## config.mk

```make
export PLATFORM = sky130hd
export DESIGN_NAME = matmul_sequencer
export DESIGN_NICKNAME = d
export VERILOG_FILES = /design/src/rtl/matmul_sequencer.sv
export SDC_FILE = /design/constraint.sdc
export NUM_CORES = 1
export LEC_CHECK = 0
export ABC_AREA = 0
export CAP_MARGIN = 20
export CORE_MARGIN = 2
export CORE_UTILIZATION = 25
export DETAILED_ROUTE_END_ITERATION = 6
export HOLD_SLACK_MARGIN = 0.15
export PLACE_DENSITY_LB_ADDON = 0.08
export SLEW_MARGIN = 25
export SYNTH_ARGS = -nofsm -noshare
export SYNTH_HDL_FRONTEND = slang
export SYNTH_SLANG_ARGS = --single-unit
```

## constraint.sdc

```tcl
create_clock -name clk -period 2.18 [get_ports clk]
set_input_delay 0.654 -clock clk [delete_from_list [all_inputs] [get_ports clk]]
set_output_delay 0.654 -clock clk [all_outputs]
set_load 0.005 [all_outputs]
```

## src/rtl/matmul_sequencer.sv

```systemverilog
// matmul_sequencer: schedules one 4x4 systolic matmul job over K-tiles.
// Each tile is one CLEAR cycle followed by a RUN pass of count 0..LAST_COUNT.
// The count/shouldAdd pair feeds the diagonal drain dispatcher, and
// array_clear/feed_en strobe the PE array. A stall freezes the RUN pass.
module matmul_sequencer #(
    parameter int COUNT_W     = 5,
    parameter int LAST_COUNT  = 11,
    parameter int FEED_LAST   = 6,
    parameter int DRAIN_FIRST = 5,
    parameter int TILE_W      = 8
) (
    input  logic               clk,
    input  logic               rst_n,
    input  logic               start,
    input  logic [TILE_W-1:0]  num_tiles,
    input  logic               acc_en,
    input  logic               stall,
    output logic [COUNT_W-1:0] count,
    output logic               shouldAdd,
    output logic               array_clear,
    output logic               feed_en,
    output logic               drain_valid,
    output logic [TILE_W-1:0]  tile_idx,
    output logic               busy,
    output logic               done
);

    typedef enum logic [1:0] {IDLE, CLEAR, RUN, FIN} state_t;

    state_t              state_reg, state_next;
    logic [COUNT_W-1:0]  count_reg, count_next;
    logic [TILE_W-1:0]   tile_idx_reg, tile_idx_next;
    logic [TILE_W-1:0]   num_tiles_reg, num_tiles_next;
    logic                acc_en_reg, acc_en_next;
    logic                should_add_reg, should_add_next;
    logic                array_clear_reg, done_reg, busy_reg;

    // Next-state and schedule decode; every target defaults to hold.
    always_comb begin
        state_next      = state_reg;
        count_next      = count_reg;
        tile_idx_next   = tile_idx_reg;
        num_tiles_next  = num_tiles_reg;
        acc_en_next     = acc_en_reg;
        should_add_next = should_add_reg;
        case (state_reg)
            IDLE: begin
                count_next      = '0;
                should_add_next = 1'b0;
                if (start) begin
                    if (num_tiles != '0) begin
                        state_next      = CLEAR;
                        num_tiles_next  = num_tiles;
                        acc_en_next     = acc_en;
                        tile_idx_next   = '0;
                        // First tile overwrites unless the job asked to accumulate.
                        should_add_next = acc_en;
                    end else begin
                        // Empty job: report completion without touching the array.
                        state_next = FIN;
                    end
                end
            end
            CLEAR: begin
                count_next = '0;
                state_next = RUN;
            end
            RUN: begin
                if (!stall) begin
                    if (count_reg == COUNT_W'(LAST_COUNT)) begin
                        count_next = '0;
                        if (tile_idx_reg == num_tiles_reg - TILE_W'(1)) begin
                            state_next = FIN;
                        end else begin
                            tile_idx_next   = tile_idx_reg + TILE_W'(1);
                            // Later tiles always add onto the previous partial sums.
                            should_add_next = 1'b1;
                            state_next      = CLEAR;
                        end
                    end else begin
                        count_next = count_reg + COUNT_W'(1);
                    end
                end
            end
            FIN: begin
                count_next      = '0;
                should_add_next = 1'b0;
                state_next      = IDLE;
            end
            default: begin
                state_next = IDLE;
            end
        endcase
    end

    // State and schedule registers; strobes registered from the next state so they are glitch-free.
    always_ff @(posedge clk or negedge rst_n) begin
        if (!rst_n) begin
            state_reg       <= IDLE;
            count_reg       <= '0;
            tile_idx_reg    <= '0;
            num_tiles_reg   <= '0;
            acc_en_reg      <= 1'b0;
            should_add_reg  <= 1'b0;
            array_clear_reg <= 1'b0;
            done_reg        <= 1'b0;
            busy_reg        <= 1'b0;
        end else begin
            state_reg       <= state_next;
            count_reg       <= count_next;
            tile_idx_reg    <= tile_idx_next;
            num_tiles_reg   <= num_tiles_next;
            acc_en_reg      <= acc_en_next;
            should_add_reg  <= should_add_next;
            array_clear_reg <= (state_next == CLEAR);
            done_reg        <= (state_next == FIN);
            busy_reg        <= (state_next != IDLE);
        end
    end

    // Feed and drain windows are gated by stall so a frozen count emits nothing new.
    always_comb begin
        feed_en     = (state_reg == RUN) && (count_reg <= COUNT_W'(FEED_LAST)) && !stall;
        drain_valid = (state_reg == RUN) && (count_reg >= COUNT_W'(DRAIN_FIRST))
                      && (count_reg <= COUNT_W'(LAST_COUNT)) && !stall;
    end

    assign count       = count_reg;
    assign shouldAdd   = should_add_reg;
    assign array_clear = array_clear_reg;
    assign tile_idx    = tile_idx_reg;
    assign busy        = busy_reg;
    assign done        = done_reg;

endmodule

```

==> results.txt, run 1 <==
* Arrival time worst endpoint: around 1.5 ns
- Worst r2r src: num_tiles_reg[1]
- The setup check on the worst reg-to-reg path leaves a slack of around 0.070 ns.
- At the worst endpoint, the required time is between 1.5 and 2 ns.
- Number of standard cells after synthesis: about 170
- Max-cap violations in this run came to 0.
- Cell with the biggest individual delay on the critical path: dfrtp_1
- The final layout contains about 260 nets.
- Register bit count reported by yosys: 27
- Based on the critical path, the design can be clocked at up to ~460 MHz.
- Combinational power share: a little under three fifths
* Design Power: around 2.4 mW
- The count of pins over their slew limit is 0.
- Once layout is done, the placed cells without fillers occupy 0.00251 mm^2.
- Switching component of the power: 0.936 mW
* Die extent in x: between 80 and 90 um
* Clk buf depth: 2
- CTS built an H-tree with a depth of 1.
* Post-CTS Hold Fix Bufs: 0
- Die ar.: 0.00725 mm^2
- Register area share after synthesis: 41.0%
- Post-layout minimum cycle time: around 2.2 ns
* Seq pwr share: 31.8%
* Fraction of the cycle the final worst path needs: a little over nine tenths
- The path class of the tightest hold or removal check is reg -> reg.
- Net switching is 39.0% of the power.
- The region available for standard cell placement spans between 0.006 and 0.007 mm^2.
- Summed over all layers, the routed wires come to between 4 and 5 mm.
- Global-route congestion overflow total: 0
* DRC violation total after the first TritonRoute iteration: 44
- Maximum cell stage delay along the critical path: 0.39 ns
* DR WL/cell: roughly 15 um
- The worst setup path is launched from a flip-flop.
- Sorting the synthesized cells by area gives the leading types as dfrtp_1 (41%), ha_1 (3.8%), mux2_2 (3.4%).
- Critical Path Source: count[1]
- Worst slew margin: approximately 76%
- Outcome: completed
* Top_reg_cell synth: dfrtp_1
* Initial Util: 25.9%
- CP top delay family: flip-flops
- Post-route clock skew: between 0.002 and 0.003 ns
- Using the TritonRoute via totals, the vias-per-cell ratio works out to between 4 and 5.
- Mean post-synth cell area: around 9.8 um^2
* GRT Resource Usage Total: between 10% and 20%
* Yosys top cell by area: dfrtp_1
- Cells with a size suffix above 1 make up a little over a third of the layout.
- The area growth from synthesis to layout is 52.5%.
- Transition at the pin with the smallest max-transition slack: between 0.3 and 0.4 ns
* DRC violation count after routing: 0
* Area of the mapped netlist: between 0.0015 and 0.002 mm^2
- The initial antenna violation count came to 0.
- Num rows: 29
- Number of library cell types mapped by synthesis: 46
* Number of CTS-inserted buffers: 3
- Count of final setup violators: 0
- Number of enable-type register cells in the synthesized netlist: 0
- The routed layout has 1556 vias.
- The first global-routing pass estimated ~7.5 mm of wire.
- Share of Yosys cell area claimed by the top area cell type: between 40% and 50%
* Root buffer cell: clkbuf_8
* CP Class: reg -> out
* Yosys warning total: 0
- Clock tree sinks: 27
- Clock share of power: approximately an eighth
- Post-placement cell area: ~0.0023 mm^2
- The signal on the critical path passes through inv_1 -> ha_2 -> o31ai_1 -> nor2_1 -> a21oi_2 -> nor4_2 -> buf_2.
* Kind of capture point of the worst setup path: output port
- Clock-pin slew was measured on the worst setup and hold paths at approximately 0.1 ns.
* Final GP Congestion: about 0.84
- The number of hold violations in the final report is 0.
- Vertical die dimension: 85.2 um
- The count of nets left with antenna violations once routing finished came out at 0.
* Clock latency on the worst-skew pair: about 0.28 ns
- Critical-path maximum fanout: 3
* Top Ports: 32
* Internal: between 1 and 1.5 mW
- Before antenna repair, the detailed router went through 4 iterations.
- The analysis attributes to cell leakage a power of 1.05 nW.
- Detailed placement finished with a half-perimeter wire length of 3.41 mm.
- 0 antenna diodes ended up in the layout.
- Proportion of register bits with asynchronous set or reset after synthesis: 100%
- Clock tree from TritonCTS: yes
- Worst Min Path Start: num_tiles_reg[7]
- Setup repair after global routing could not meet its margin everywhere.
* Number of global-route vias before repair: 1603
- Entering global routing, the biggest net connects 28 pins.
- PwrDens: between 900 and 1000 mW/mm^2
- The number of nets in the synthesized netlist is 186.
- Port bufs: 31
- Across the VDD grid, the largest voltage drop is about 0.00037 V.
- Counting both buffers and inverters, the worst setup path holds a total of 2.
-- metal layers --
layer	share of wire, %	global-route usage [%]	wire length (um)
met3	3.9	1.85	181
met1	43	14.6	1980
met4	2.4	4.76	112
met2	51	24.3	2370
met5	0	0	0
-- logic make-up after synthesis --
family          after synthesis  synth area share [%]
mux                           8                  5.39
xor+xnor                     10                  6.23
fa+ha+maj                     5                  3.80
compound gates               43                  17.8
flops                        27                  41.0
simple gates                 60                  21.2
buf+inv                      15                  4.56
-- path summary, 6_finish.rpt --
path | to | cells past startpoint
setup / recovery | drain_valid | 7
hold / removal | num_tiles_reg[7] | 1
setup reg to reg | tile_idx[5] | 10
hold reg to reg | num_tiles_reg[7] | 1
max in group asynchronous | num_tiles_reg[2] | 2
min in group asynchronous | num_tiles_reg[7] | 2
-- timing repair --
item / in CTS / in global routing
cloned: 0 / 1
pin swaps: 9 / 8
setup buffers: 3 / 3
endpoints found under the setup margin: 22 / 20
endpoints found under the hold margin: 0 / 0
gates resized for setup: 28 / 23
-- synth_stat cells (all sizes together), types with 3 or more instances --
master / count
nor4: 6
o41ai: 3
nand2: 8
o31ai: 5
and3: 3
nand2b: 5
nor2: 16
dfrtp: 27
o21ai: 11
inv: 9
xnor2: 6
nor3: 9
nand3: 3
buf: 6
ha: 5
or3: 3
a21oi: 9
a31oi: 5
xor2: 3
mux2: 7
-- through the flow --
step	utilization [%]	setup TNS, ns	hold WS, ns	std cells	worst slack (ns)
after floorplan	-	0	0.358	168	0.0422
after global placement	35.7	-8.55	0.501	304	-0.492
after detailed placement	35.7	-8.55	0.512	304	-0.499
after CTS	37.3	-0.00625	0.537	311	-0.00625
after global routing	39.5	-0.195	0.599	315	-0.0803
final	39.5	0	0.563	315	0.0246
-- cell usage in the layout (no fill, tap or decap), types with 5 or more instances in the layout --
master           Yosys  layout
buf_4                0      38
dfrtp_1             27      26
clkdlybuf4s50_1      0      20
nor2_1              14      12
o21ai_0             10      10
nand2_1              8       8
dlygate4sd2_1        0       8
nor3_1               7       7
a21oi_1              8       7
inv_1                9       6
nor4_2               0       5
xnor2_1              6       5
mux2_2               5       5
-- cell type report --
type                            instances  area [um^2]
Clock buffer                            3         41.3
Clock inverter                          1         7.51
Fill cell                             631         3840
Inverter                                9         33.8
Multi-Input combinational cell        126         1040
Sequential cell                        27          677
Tap cell                               77         96.3
Timing Repair Buffer                   72          612
-- power by group through the flow --
stage	clock, mW	sequential, mW	combinational, mW
after detailed placement	0	0.767	1.15
after global placement	0	0.760	1.14
after global routing	0.337	0.787	1.46
after floorplan	0	0.769	0.613
after CTS	0.317	0.758	1.22
final	0.300	0.764	1.34
(Power assumes the default switching activity.)
==> run 2, diff against run 1 <==
--- a/config.mk
+++ b/config.mk
@@ -6,7 +6,6 @@
 export NUM_CORES = 1
 export LEC_CHECK = 0
 export ABC_AREA = 0
-export CAP_MARGIN = 20
 export CORE_MARGIN = 2
 export CORE_UTILIZATION = 25
 export DETAILED_ROUTE_END_ITERATION = 6
==> constraint.sdc (replaced) <==
create_clock -name clk -period 2.18 [get_ports clk]
set_input_delay 0.327 -clock clk [delete_from_list [all_inputs] [get_ports clk]]
set_output_delay 0.327 -clock clk [all_outputs]
set_load 0.005 [all_outputs]
==> results.txt, run 2 (synthesis results as in run 1) <==
* Count of vias placed by the detailed router: 1552
- Number of cells on the worst reg-to-reg path: 7
* Port bufs: 31
- Worst slew margin: roughly two thirds
* Vertical die dimension: about 85 um
* Number of CTS-inserted buffers: 3
- Critical-path cell list: xnor2_1 -> and4b_1 -> a41oi_2 -> a21oi_4 -> buf_6 -> o31ai_1 -> o31ai_2
- The core region is about 0.0063 mm^2.
- The first detailed-routing pass ran for 4 iterations.
- CTS H-tree depth: 1
- Once detailed placement completed, the half-perimeter wirelength came to around 3.5 mm.
- Number of antenna violations at the first check in global routing: 0
- Global-route congestion overflow total: 0
* Post-placement cell area: ~0.0022 mm^2
- The worst setup path is captured at a flip-flop.
* Maximum ir drop on the vdd rail: 0.000475 V
- Root buffer cell: clkbuf_8
- Cells fill about two fifths of the core in the end.
- The analysis attributes to cell leakage a power of ~1 nW.
- The post-route netlist has slightly above 30% of its cells at a drive strength greater than 1.
- At the pin with the least slew margin, the transition time is approximately 0.47 ns.
* Overall routed net length: 4.69 mm
* Initial Util: between 20% and 30%
* CP Class: reg -> reg
* Wire length of the first global-routing pass: around 7.7 mm
* Via density per instance: ~5.0
* Dpl cells: 300
- Setup repair after global routing could not meet its margin everywhere.
* Clock tree sinks: 27
- In this run, post-CTS hold repair placed 0 buffers.
- From synthesis to final layout, the design area changed by 50.4%.
- Final GP Congestion: just over 0.8
* Total Neg Setup Slack: 0 ns
- STA classifies the critical path startpoint as a flip-flop.
- Arrival time worst endpoint: roughly 2.3 ns
* Critical-path maximum fanout: 7
* Clock latency on the worst-skew pair: 0.28 ns
* Final Instance Area: 0.00248 mm^2
- In this run the remaining antenna-violating nets after routing total 0.
- Design Power: 2.39 mW
- For this run, design rule violations remaining after detail routing come to 0.
- For this design, the slowest cell found on the critical path is dfrtp_1.
- 0 antenna diodes ended up in the layout.
* Count of final setup violators: 0
- Maximum cell stage delay along the critical path: about 0.44 ns
- Post-route clock skew: between 0.003 and 0.004 ns
- Die ar.: between 0.007 and 0.008 mm^2
- Top Ports: 32
- The number of global-route vias before repair was 1622.
* Upper clock frequency limit: 466 MHz
- The library cells used most frequently in the layout, excluding fill and tap cells, are buf_4 (34), clkdlybuf4s50_1 (29), dfrtp_1 (26), nor2_1 (14), o21ai_0 (10).
- The number of hold violations in the final report was 0.
- Clk buf depth: 2
- Worst slack, placed: -0.163 ns
* Post-layout minimum cycle time: 2.15 ns
- DRC violation total after the first TritonRoute iteration: 47
- In the finished design, the share of the clock period the worst path needs comes to about 100%.
- The tool flagged a number of max-cap violations equal to 0.
* Die extent in x: 85.2 um
- GRT Resource Usage Total: 13.3%
- STA puts the critical path data required time at between 2 and 2.5 ns.
- Count of placed standard cells in the final layout, fillers left out: approximately 310
* Most frequent standard cell in the layout excluding fill and tap cells: buf_4
- Max-slew violation total from the final report: 0
- The run finished with clean final reports.
* Clock-pin slew on the worst setup and hold paths: 0.10 ns
* PwrDens: 966 mW/mm^2
- After detailed routing, the average wire length per cell comes to around 15 um.
- Tightest Hold Check Type: in -> async
* Num rows: 29
- Hold is met by roughly 0.42 ns.
* Setup ws final: roughly 0.033 ns
- Entering global routing, the biggest net connects 28 pins.
- Clock tree from TritonCTS: yes
* Final #Nets: between 200 and 300
-- run 2: changes by cell type in the layout (fill, tap and decap cells not counted), sizes merged --
cell / change
clkdlybuf4s50: +9
dlygate4sd2: -7
buf: -4
clkdlybuf4s15: +1
dlymetal6s2s: -1
-- run 2: report_power, final --
group	leakage (nW)	internal, mW	switching (mW)
clock	0.0217	0.130	0.179
combinational	0.644	0.680	0.613
sequential	0.351	0.636	0.154
-- run 2: repair_timing --
action,CTS,global route
endpoints found under the setup margin,8,11
resized for setup,7,20
endpoints found under the hold margin,0,0
setup buffers,1,8
pin swaps,5,6
-- run 2: final timing paths --
path / start / end / slack, ns
setup / recovery: tile_idx[7] / tile_idx[4] / 0.03
hold / removal: rst_n / num_tiles_reg[6] / 0.42
setup reg to reg: tile_idx[7] / tile_idx[4] / 0.03
hold reg to reg: num_tiles_reg[7] / num_tiles_reg[7] / 0.55
max in group asynchronous: rst_n / num_tiles_reg[2] / 1.48
min in group clk: num_tiles_reg[7] / num_tiles_reg[7] / 0.55
-- run 2: area by class of cell --
cell class | count | area (um^2)
fill | 625 | 3870
multi-input combinational | 126 | 1000
sequential | 27 | 677
timing repair buffer | 70 | 621
tap | 77 | 96.3
clock buffer | 3 | 41.3
inverter | 9 | 33.8
clock inverter | 1 | 7.51
-- run 2: per-layer routing --
metal | GRT usage, % | vias up | part of all wire (%)
met5 | 0 | - | 0
met4 | 6.78 | 0 | 2.6
met3 | 2.72 | 11 | 3.9
met2 | 22.9 | 39 | 50
met1 | 15.6 | 747 | 43
li1 | - | 755 | -
-- run 2: critical path: cells and delay by family (launching register included) --
kind | cells | cell delay [ns]
flops | 1 | 0.44
simple gates | 1 | 0.26
xor+xnor | 1 | 0.35
buf+inv | 1 | 0.16
compound gates | 4 | 0.81
